File: config.mk
export PLATFORM = sky130hd
export DESIGN_NAME = a1csa_seq_ctrl
export DESIGN_NICKNAME = d
export VERILOG_FILES = /design/src/rtl/a1csa_pkg.sv /design/src/rtl/a1csa_slice.sv /design/src/rtl/a1csa_seq_ctrl.sv
export SDC_FILE = /design/constraint.sdc
export NUM_CORES = 1
export LEC_CHECK = 0
export CORE_ASPECT_RATIO = 0.8
export CORE_MARGIN = 4
export CORE_UTILIZATION = 54
export CTS_BUF_LIST = sky130_fd_sc_hd__clkbuf_8 sky130_fd_sc_hd__clkbuf_16
export DETAILED_ROUTE_END_ITERATION = 10
export GPL_TIMING_DRIVEN = 0
export MAX_ROUTING_LAYER = met4
export PLACE_DENSITY = 0.93
export REMOVE_ABC_BUFFERS = 1
export SYNTH_ARGS = -nofsm -noshare
export SYNTH_HDL_FRONTEND = slang
export SYNTH_SLANG_ARGS = --single-unit
export TNS_END_PERCENT = 10
File: constraint.sdc
create_clock -name clk -period 8.5 [get_ports clk]
set_input_delay 1.275 -clock clk [delete_from_list [all_inputs] [get_ports clk]]
set_output_delay 1.275 -clock clk [all_outputs]
set_load 0.01 [all_outputs]
File: src/rtl/a1csa_pkg.sv
// Shared definitions for the add-one carry-select sequential adder.
package a1csa_pkg;

  // Sequencer states: wait for operands, add one slice per cycle, hold result
  typedef enum logic [1:0] {
    IDLE = 2'd0,
    RUN  = 2'd1,
    DONE = 2'd2
  } state_e;

  localparam int DEF_W = 16;
  localparam int DEF_N = 4;

endpackage

File: src/rtl/a1csa_slice.sv
// One N-bit add-one carry-select slice: a plain sum with carry-in 0, then
// conditionally incremented when the incoming carry is set.
module a1csa_slice #(
  parameter int N = 4
) (
  input  logic [N-1:0] a,
  input  logic [N-1:0] b,
  input  logic         carry_in,
  output logic [N-1:0] result,
  output logic         carry_out
);

  logic [N-1:0] s0;
  logic         c0;

  // The incoming carry can only propagate out of the slice when s0 is all ones
  always_comb begin
    {c0, s0}  = {1'b0, a} + {1'b0, b};
    result    = carry_in ? (s0 + 1'b1) : s0;
    carry_out = c0 | (carry_in & (&s0));
  end

endmodule

File: src/rtl/a1csa_seq_ctrl.sv
// Sequential W-bit adder that processes one N-bit slice per cycle through a
// single time-shared add-one carry-select slice, with valid/ready handshakes.
module a1csa_seq_ctrl
  import a1csa_pkg::*;
#(
  parameter int W = DEF_W,
  parameter int N = DEF_N
) (
  input  logic         clk,
  input  logic         rst_n,
  input  logic         in_valid,
  output logic         in_ready,
  input  logic [W-1:0] a,
  input  logic [W-1:0] b,
  input  logic         cin,
  output logic         out_valid,
  input  logic         out_ready,
  output logic [W-1:0] sum,
  output logic         cout,
  output logic         busy
);

  localparam int S  = W / N;
  localparam int KW = (S > 1) ? $clog2(S) : 1;
  localparam logic [KW-1:0] K_LAST = KW'(S - 1);

  state_e        state_q, state_d;
  logic [KW-1:0] k_q, k_d;
  logic          carry_q, carry_d;
  logic [W-1:0]  a_q, a_d;
  logic [W-1:0]  b_q, b_d;
  logic [W-1:0]  sum_q, sum_d;
  logic          cout_q, cout_d;
  logic          in_ready_q, in_ready_d;
  logic          out_valid_q, out_valid_d;
  logic          busy_q, busy_d;

  logic [N-1:0]  slice_a, slice_b, slice_res;
  logic          slice_cout;

  assign slice_a = a_q[k_q*N +: N];
  assign slice_b = b_q[k_q*N +: N];

  a1csa_slice #(.N(N)) u_slice (
    .a         (slice_a),
    .b         (slice_b),
    .carry_in  (carry_q),
    .result    (slice_res),
    .carry_out (slice_cout)
  );

  // Next-state logic: capture operands, walk the slices, then hold until consumed
  always_comb begin
    state_d = state_q;
    k_d     = k_q;
    carry_d = carry_q;
    a_d     = a_q;
    b_d     = b_q;
    sum_d   = sum_q;
    cout_d  = cout_q;
    case (state_q)
      IDLE: begin
        if (in_valid) begin
          a_d     = a;
          b_d     = b;
          carry_d = cin;
          k_d     = '0;
          state_d = RUN;
        end
      end
      RUN: begin
        sum_d[k_q*N +: N] = slice_res;
        carry_d           = slice_cout;
        k_d               = k_q + 1'b1;
        if (k_q == K_LAST) begin
          cout_d  = slice_cout;
          k_d     = '0;
          state_d = DONE;
        end
      end
      DONE: begin
        if (out_ready) begin
          state_d = IDLE;
        end
      end
      default: state_d = IDLE;
    endcase
    in_ready_d  = (state_d == IDLE);
    out_valid_d = (state_d == DONE);
    busy_d      = (state_d == RUN);
  end

  // State and registered outputs; reset abandons any operation in flight
  always_ff @(posedge clk) begin
    if (!rst_n) begin
      state_q     <= IDLE;
      k_q         <= '0;
      carry_q     <= 1'b0;
      a_q         <= '0;
      b_q         <= '0;
      sum_q       <= '0;
      cout_q      <= 1'b0;
      in_ready_q  <= 1'b1;
      out_valid_q <= 1'b0;
      busy_q      <= 1'b0;
    end else begin
      state_q     <= state_d;
      k_q         <= k_d;
      carry_q     <= carry_d;
      a_q         <= a_d;
      b_q         <= b_d;
      sum_q       <= sum_d;
      cout_q      <= cout_d;
      in_ready_q  <= in_ready_d;
      out_valid_q <= out_valid_d;
      busy_q      <= busy_d;
    end
  end

  assign in_ready  = in_ready_q;
  assign out_valid = out_valid_q;
  assign busy      = busy_q;
  assign sum       = sum_q;
  assign cout      = cout_q;

endmodule

After elaboration in Yosys (flattened, before gate mapping):

Cells that the tools add are included.

* memories kept: 0
* bits in latches: 0
* register bits after elaboration: 57
* bits in read-only memories: 0
* bits in writable memories: 0

* add/subtract/negate cells: 4
* divide/modulo/power cells: 0
* $mul: 0
* bitwise logic cells: 2
* shift-type cells: 4
* mux-type cells: 11
* reductions and logical operators: 7
* magnitude comparators: 0
* equality and inequality tests: 6

Operators with widths (count)
* $neg 4->34: 1
* $shift 4x34->16 const A: 1
* $shiftx 4x34->16: 1
* $shiftx 16x5->4: 2
* $bwmux 16: 1
* $mux 2: 5
* $eq 2x2->1 const B: 3
* $pmux 2 s3: 1
* $reduce_and 2->1: 3
* $add 4x4->5: 1
* $add 4x1->4 const B: 1
* $eq 2x1->1 const B: 2
* $logic_not 2->1: 2
* $mux 4: 1
* $pmux 2 s2: 1
* $reduce_and 4->1: 1
* $add 2x1->2 const B: 1
* $ne 2x2->1 const B: 1
* $pmux 1 s2: 1
* $reduce_bool 2->1: 1
* $and 1x1->1: 1
* $mux 1: 1
* $or 1x1->1: 1

Longest topological paths before layout:

Gate-level depths: netlist of the first run.

* depth in word-level cells: 6
* depth in mapped cells: 11
* gate-level depth less buffers: 10

Modules after synthesis:

Synthesis of the first run repeated with hierarchy kept, for this count alone.

* cells, all modules: 287
* area total of the unflattened synthesis: 2733.9 µm²

Modules (own cells, without submodules)
* a1csa_seq_ctrl: instances 1, cells an instance 266, area an instance 2516.2 µm², seq. area each 1141.1 µm²
* a1csa_slice: instances 1, cells an instance 21, area an instance 217.7 µm², seq. area each 0.0 µm²

Least setup slack after synthesis of the first run:

No wires, ideal clock.

* path kind: reg2reg
* start point: register k_q[0]
* end point: register sum_q[1], in the netlist sum[1]
* arrival time: 2.742 ns
* period minus slack after synthesis: 2.860 ns
* buffers on the path: 1
* required time: 8.382 ns
* stages on the path, launching flop included: 11
* library setup time: 0.118 ns
* setup slack: 5.640 ns
* cell sequence: dfxtp_1 > buf_2 > mux4_2 > ha_1 > inv_1 > fa_1 > inv_1 > ha_1 > mux2_2 > a22oi_1 > nor2b_1

* cells in the longest elaborated chain, start to end: 6
* elaborated cells between the ends (all ways): 9

Ends and longest elaborated chain
* start: declaration: line a1csa_seq_ctrl.sv:28 `logic [KW-1:0] k_q, k_d;`
* start signal: assignment: line a1csa_seq_ctrl.sv:108 `k_q <= k_d;`
* $shiftx 16x5->4, on equally long branches: line a1csa_seq_ctrl.sv:41, a1csa_seq_ctrl.sv:42
* $add 4x4->5: line a1csa_slice.sv:18 `{c0, s0} = {1'b0, a} + {1'b0, b};`
* $add 4x1->4: line a1csa_slice.sv:19 `result = carry_in ? (s0 + 1'b1) : s0;`
* $mux 4: line a1csa_slice.sv:19
* $shiftx 4x34->16: line a1csa_seq_ctrl.sv:72 `sum_d[k_q*N +: N] = slice_res;`
* $bwmux 16 *: line a1csa_seq_ctrl.sv:72
* end signal: assignment: line a1csa_seq_ctrl.sv:112 `sum_q <= sum_d;`
* end: declaration: line a1csa_seq_ctrl.sv:32 `logic [W-1:0] sum_q, sum_d;`

Mark *: on every way between the ends. The rest lies on a longest branch, timed or not.
A chain may end at the register's enable or synchronous reset.

Worst setup path after layout of the first run:

* start point: register k_q[0]
* end point: register sum_q[14], in the netlist sum[14]

Same word-level chain as after synthesis.

==> results of run 1 <==
[cells by family (layout without fill, tap and decap cells)]
kind of cell	count (synthesis)	count (layout)	synth area share, %
xor+xnor	4	4	1.340
simple gates	118	118	21.01
compound gates	60	60	16.79
flops	57	57	43.64
mux	10	10	7.703
fa+ha+maj	12	12	6.029
buf+inv	23	80	3.493
[worst max-delay path, delay by kind of cell (launching register included)]
family / cells / cell delay (ns)
compound gates: 1 / 0.17
xor+xnor: 1 / 0.41
fa+ha+maj: 3 / 0.81
buf+inv: 2 / 0.17
flops: 1 / 0.89
mux: 1 / 0.60
simple gates: 2 / 0.20
[sequential cells by signal (all words and copies together) (netlist names)]
register / cells
in_ready: 1
k_q: 2
cout: 1
busy: 1
b_q: 16
state_q: 2
a_q: 16
sum: 16
out_valid: 1
carry_q: 1
[routing by layer]
metal  routed length, µm  up-vias  GRT usage (%)  share of wire (%)
met3                 370        7          6.604                7.1
li1                    -     1072              -                  -
met2                2320       59          26.64                 44
met4                  60        0          7.381                1.1
met1                2493      931          23.69                 48
met5                   0        -              -                  0
[worst max-delay path by stage]
stage                to  depth (start not counted)
2_1_floorplan    sum[1]                          9
3_3_place_gp   in_ready                          3
3_5_place_dp     sum[2]                         10
4_1_cts         sum[14]                         10
5_1_grt         carry_q                         10
6_report        sum[14]                         10
[cell usage in the layout (no fill, tap or decap), types with 2 or more instances in the layout]
cell type,count
nand2_1,77
dfxtp_1,57
clkdlybuf4s50_1,55
a21boi_0,33
nor2b_1,17
a22oi_1,13
ha_1,11
clkbuf_8,11
inv_1,10
mux4_2,8
nor2_1,6
nand3_1,5
o21ai_0,5
nor3b_1,4
xnor2_1,3
clkinv_2,3
nor3_1,2
o21a_1,2
[stage by stage]
step	cell area [µm²]	util [%]	hold slack, ns	instances
global placement	3189	68.97	0.4488	385
CTS	3358	72.62	0.4679	401
detailed placement	3184	68.86	0.4592	385
floorplan	2554	-	0.4402	269
global route	3358	72.62	0.4818	401
finish	3358	72.62	0.4648	401
[final cells by class]
| cell class | count | area, µm² | area share, % |
|---|---|---|---|
| clock buffer | 11 | 151.4 | 4.508 |
| clock inverter | 5 | 22.52 | 0.6706 |
| inverter | 8 | 30.03 | 0.8942 |
| multi-input combinational | 204 | 1383 | 41.17 |
| sequential | 57 | 1141 | 33.98 |
| tap | 60 | 75.07 | 2.235 |
| timing repair buffer | 56 | 555.5 | 16.54 |
[report_power, final]
| part | internal [mW] | total, mW | switching, mW | leakage [nW] |
|---|---|---|---|---|
| logic | 0.0409 | 0.0782 | 0.0374 | 0.650 |
| registers | 0.278 | 0.287 | 0.00863 | 0.465 |
| clock network | 0.118 | 0.217 | 0.0994 | 0.101 |
| total | 0.437 | 0.583 | 0.145 | 1.22 |
==> results.tsv, run 1 <==
metric	value	unit
Site Rows	22	
Overall Global Routing Usage	18.52	%
total of buffers placed on input and output ports	56	
yosys warns	0	
Peak supply drop	0.0001099	V
Max Clk Rate	301.0	MHz
setup bufs post-CTS	0	
Reg2Reg Depth	10	
global-route wire length before repair	8652	µm
post-synthesis instance area	2615	µm²
smallest setup slack after layout	5.177	ns
antenna violations before repair	0	
Die Span Y	70.24	µm
cell type of the slowest stage on the worst timing path	dfxtp_1	
count leader, synth	nand2_1	
Static Leakage	1.217	nW
share of synthesized area occupied by flip-flops and latches	43.64	%
setup repair after global routing missed its margin	no	
PwrDens	173.5	nW/µm²
starting density of the core	56.55	%
reg2reg start	k_q[0]	
final RePlAce weighted congestion	0.8428	
ordered cell list for the critical path	mux4_2, ha_1, inv_1, fa_1, inv_1, ha_1, nand2_1, xnor2_1, a22oi_1, nor2b_1	
sum of internal, switching and leakage power	0.5825	mW
R2R setup slack	5.18	ns
type of origin of the critical path	register	
Final Max Slew Viols	0	
Max Root-Sink Buffers	2	
final setup fails	0	
number of synthesized flops with an enable pin	0	
clock-pin transition on the worst setup and hold timing paths	0.06	ns
routed wirelength normalized by instance count	13.08	µm
cell count after synthesis	284	
delay of the slowest cell on the worst path	0.89	ns
area growth from synthesis to layout	28.42	%
final critical-path required period	3.323	ns
aggregate routed wire length	5245	µm
setup slack at placement	5.175	ns
half-perimeter wire length after placement	3752	µm
level count of the clock H-tree	3	
RR Endpoint	sum[14]	
most used flip-flop cell after synthesis	dfxtp_1	
run status	completed	
largest net degree at the start of global routing	61	
total iterations of the first detailed-routing run	4	
top-area cell type share of the netlist area	43.64	%
highest fanout seen on the critical path	17	
fraction of registers with async set/reset	0	%
crit path from	k_q[0]	
count of inserted antenna diode cells	0	
start point of the worst hold path	b_q[6]	
Ports	57	
TritonCTS clock tree	yes	
Filler Cell Count	351	
placeable core region	4624	µm²
number of buffers added by the clock tree synthesis step	9	
buffer type at the clock tree root	clkbuf_8	
clock insertion delay at the later pin of the skew report	0.33	ns
number of hold-slack violations in the final timing report	0	
post-cts sizing count	0	
mean post-synth cell area	9.208	µm²
GR Overflow Total	0	
initial detailed-routing violation count	130	
die footprint	6027	µm²
Num Clock Sinks	57	
post-synth top area cell	dfxtp_1	
number of vias in the routed layout	2069	
WHS Endpoint	b_q[6]	
vias per cell	5.160	
setup TNS	0	ns
category of the worst setup path capture point	register	
ratio of cells with drive above 1 in the final layout	8.211	%
max-cap violation count	0	
vias in the first global route	1967	
Crit path arrival time	3.59	ns
Req. time, crit path	8.77	ns
class of the worst hold path	register to register	
cell types occupying the most area after synthesis	dfxtp_1, nand2_1, a21boi_0	
number of hold-repair buffers added at the cts stage	0	
Die X-Extent	85.80	µm
Final period util	39.09	%
DRC errors left	0	
post-route clock skew	0.007767	ns
Slew headroom	30.77	%
leading post-synthesis cells by instance count	nand2_1, dfxtp_1, a21boi_0	
classification of the worst setup path	register to register	
remaining number of nets flagged by the antenna check after routing	0	
Yosys cell types	36	
number of synthesized register bits	57	
fin nets	385	
worst hold path depth	2	
slew of the pin with the lowest slew margin	1.038	ns
Power figures use the tool's default switching activity.
==> inputs of run 2 (changes only) <==
- CORE_UTILIZATION: 54 -> 45
- PLACE_DENSITY: 0.93 -> 0.84
- clock period: 8.5 -> 3 ns (I/O delays scaled with it)
==> results.tsv, run 2 (same netlist as run 1, synthesis figures left out) <==
metric	value	unit	change
critical path buffer and inverter count	2		unchanged
max-cap violation count	0		unchanged
classification of the worst setup path	register to register		unchanged
half-perimeter wire length after placement	3742	µm	was 3752 µm
Num Clock Sinks	57		unchanged
highest fanout seen on the critical path	17		unchanged
type of origin of the critical path	register		unchanged
post-route clock skew	0.009618	ns	was 0.007767 ns
remaining number of nets flagged by the antenna check after routing	0		unchanged
starting density of the core	47.33	%	was 56.55%
RR Endpoint	carry_q		was sum[14]
Filler Cell Count	489		was 351
number of cells on the critical path	10		unchanged
Die X-Extent	93.23	µm	was 85.80 µm
count of placed standard cells including taps	403		was 385
reg2reg start	k_q[0]		unchanged
run status	completed		unchanged
final RePlAce weighted congestion	0.8050		was 0.8428
setup repair after global routing missed its margin	no		unchanged
Final Max Slew Viols	0		unchanged
smallest setup slack after layout	0.1852	ns	was 5.177 ns
worst setup path end	carry_q		was sum[14]
total iterations of the first detailed-routing run	4		unchanged
Site Rows	24		was 22
slew of the pin with the lowest slew margin	1.085	ns	was 1.038 ns
placeable core region	5525	µm²	was 4624 µm²
Crit path arrival time	3.09	ns	was 3.59 ns
Overall Global Routing Usage	16.74	%	was 18.52%
cell type of the slowest stage on the worst timing path	mux4_2		was dfxtp_1
clock-pin transition on the worst setup and hold timing paths	0.06	ns	about the same
count of inserted antenna diode cells	0		unchanged
fin nets	385		unchanged
clock insertion delay at the later pin of the skew report	0.34	ns	was 0.33 ns
vias in the first global route	2003		was 1967
die footprint	7102	µm²	was 6027 µm²
number of hold-repair buffers added at the cts stage	0		unchanged
antenna violations before repair	0		unchanged
vias per cell	4.931		was 5.160
initial detailed-routing violation count	115		was 130
setup slack at placement	-0.3949	ns	was 5.175 ns
ratio of cells with drive above 1 in the final layout	9.384	%	was 8.211%
level count of the clock H-tree	3		unchanged
category of the worst setup path capture point	register		unchanged
crit path from	k_q[0]		unchanged
routed wirelength normalized by instance count	12.83	µm	was 13.08 µm
GR Overflow Total	0		unchanged
PwrDens	489.2	nW/µm²	was 173.5 nW/µm²
total of buffers placed on input and output ports	56		unchanged
most common cell after layout, fill and taps aside	nand2_1		unchanged
aggregate routed wire length	5377	µm	was 5245 µm
R2R setup slack	0.19	ns	was 5.18 ns
Reg2Reg Depth	10		unchanged
number of hold-slack violations in the final timing report	0		unchanged
buffer type at the clock tree root	clkbuf_8		unchanged
delay of the slowest cell on the worst path	0.55	ns	was 0.89 ns
area growth from synthesis to layout	30.05	%	was 28.42%
Slew headroom	27.68	%	was 30.77%
Min Hold Slack	0.4608	ns	was 0.4648 ns
global-route wire length before repair	9183	µm	was 8652 µm
Max Clk Rate	355.3	MHz	was 301.0 MHz
ordered cell list for the critical path	mux4_2, ha_1, inv_1, fa_1, inv_1, ha_1, nand3_1, o311ai_2, a222oi_1, nor2b_1		was mux4_2, ha_1, inv_1, fa_1, inv_1, ha_1, nand2_1, xnor2_1, a22oi_1, nor2b_1
Cell Count, Final, Fillers Out	419		was 401
setup bufs post-CTS	0		unchanged
Ports	57		unchanged
leading cell types in the layout, fill and taps excluded	nand2_1, dfxtp_1, clkdlybuf4s50_1		unchanged
final setup fails	0		unchanged
DRC errors left	0		unchanged
Max Root-Sink Buffers	2		unchanged
class of the worst hold path	register to register		unchanged
cell family with the largest share of critical-path delay	adder cells		was flip-flops
Req. time, crit path	3.28	ns	was 8.77 ns
Die Span Y	76.18	µm	was 70.24 µm
Final period util	93.83	%	was 39.09%
final critical-path required period	2.815	ns	was 3.323 ns
largest net degree at the start of global routing	61		unchanged
TritonCTS clock tree	yes		unchanged
number of buffers added by the clock tree synthesis step	9		unchanged
Peak supply drop	0.0002472	V	was 0.0001099 V
Static Leakage	1.228	nW	was 1.217 nW
number of vias in the routed layout	2066		was 2069
[run 2: changes by cell type in the layout (fill, tap and decap cells not counted)]
cell      previous run  this run
dfxtp_1             57        55
xnor2_2              0         1
xnor2_1              3         2
o311ai_1             1         0
o311ai_2             0         1
dfxtp_4              0         1
dfxtp_2              0         1
[run 2: tightest hold or removal path, stage by stage, from the launching register on]
cell      delay, ns
dfxtp_1        0.31
nand2_1        0.04
a21boi_0       0.06
[run 2: what timing repair did]
| item | CTS | global route |
|---|---|---|
| endpoints found under the setup margin | 14 | 5 |
| pin swaps | 0 | 0 |
| gates resized for setup | 3 | 2 |
[run 2: through the flow]
stage / area, µm² / TNS [ns] / util (%) / power [mW]
3_5_place_dp: 3207 / -3.399 / 58.04 / 1.053
4_1_cts: 3386 / 0 / 61.28 / 1.678
6_report: 3401 / 0 / 61.55 / 1.664
3_3_place_gp: 3212 / -2.449 / 58.13 / 1.046
5_1_grt: 3401 / 0 / 61.55 / 1.751
2_1_floorplan: 2554 / 0 / - / 0.9485
[run 2: final cells by class]
type | instances | area (µm²) | share of cell area [%]
clock buffers | 11 | 151.4 | 4.452
inverters | 8 | 30.03 | 0.8830
clock inverters | 5 | 22.52 | 0.6623
repair buffers | 56 | 555.5 | 16.34
multi-input cells | 204 | 1398 | 41.10
flip-flops and latches | 57 | 1146 | 33.70
well taps | 78 | 97.59 | 2.870
[run 2: metal layers]
layer | GRT usage [%] | part of all wire [%]
met1 | 20.25 | 46
met2 | 25.27 | 45
met3 | 7.009 | 6.8
met4 | 5.417 | 1.7
met5 | - | 0
[run 2: worst min-delay path by stage]
stage	startpoint	to	cells past startpoint
after floorplan	a_q[6]	a_q[6]	2
after global placement	sum[11]	sum[11]	2
after detailed placement	a_q[14]	a_q[14]	2
after CTS	a_q[14]	a_q[14]	2
after global routing	b_q[2]	b_q[2]	2
final	a_q[14]	a_q[14]	2
[run 2: power by group]
group	total, mW	internal (mW)	switching (mW)
logic	0.224	0.117	0.107
registers	0.813	0.789	0.0240
clock network	0.627	0.334	0.293
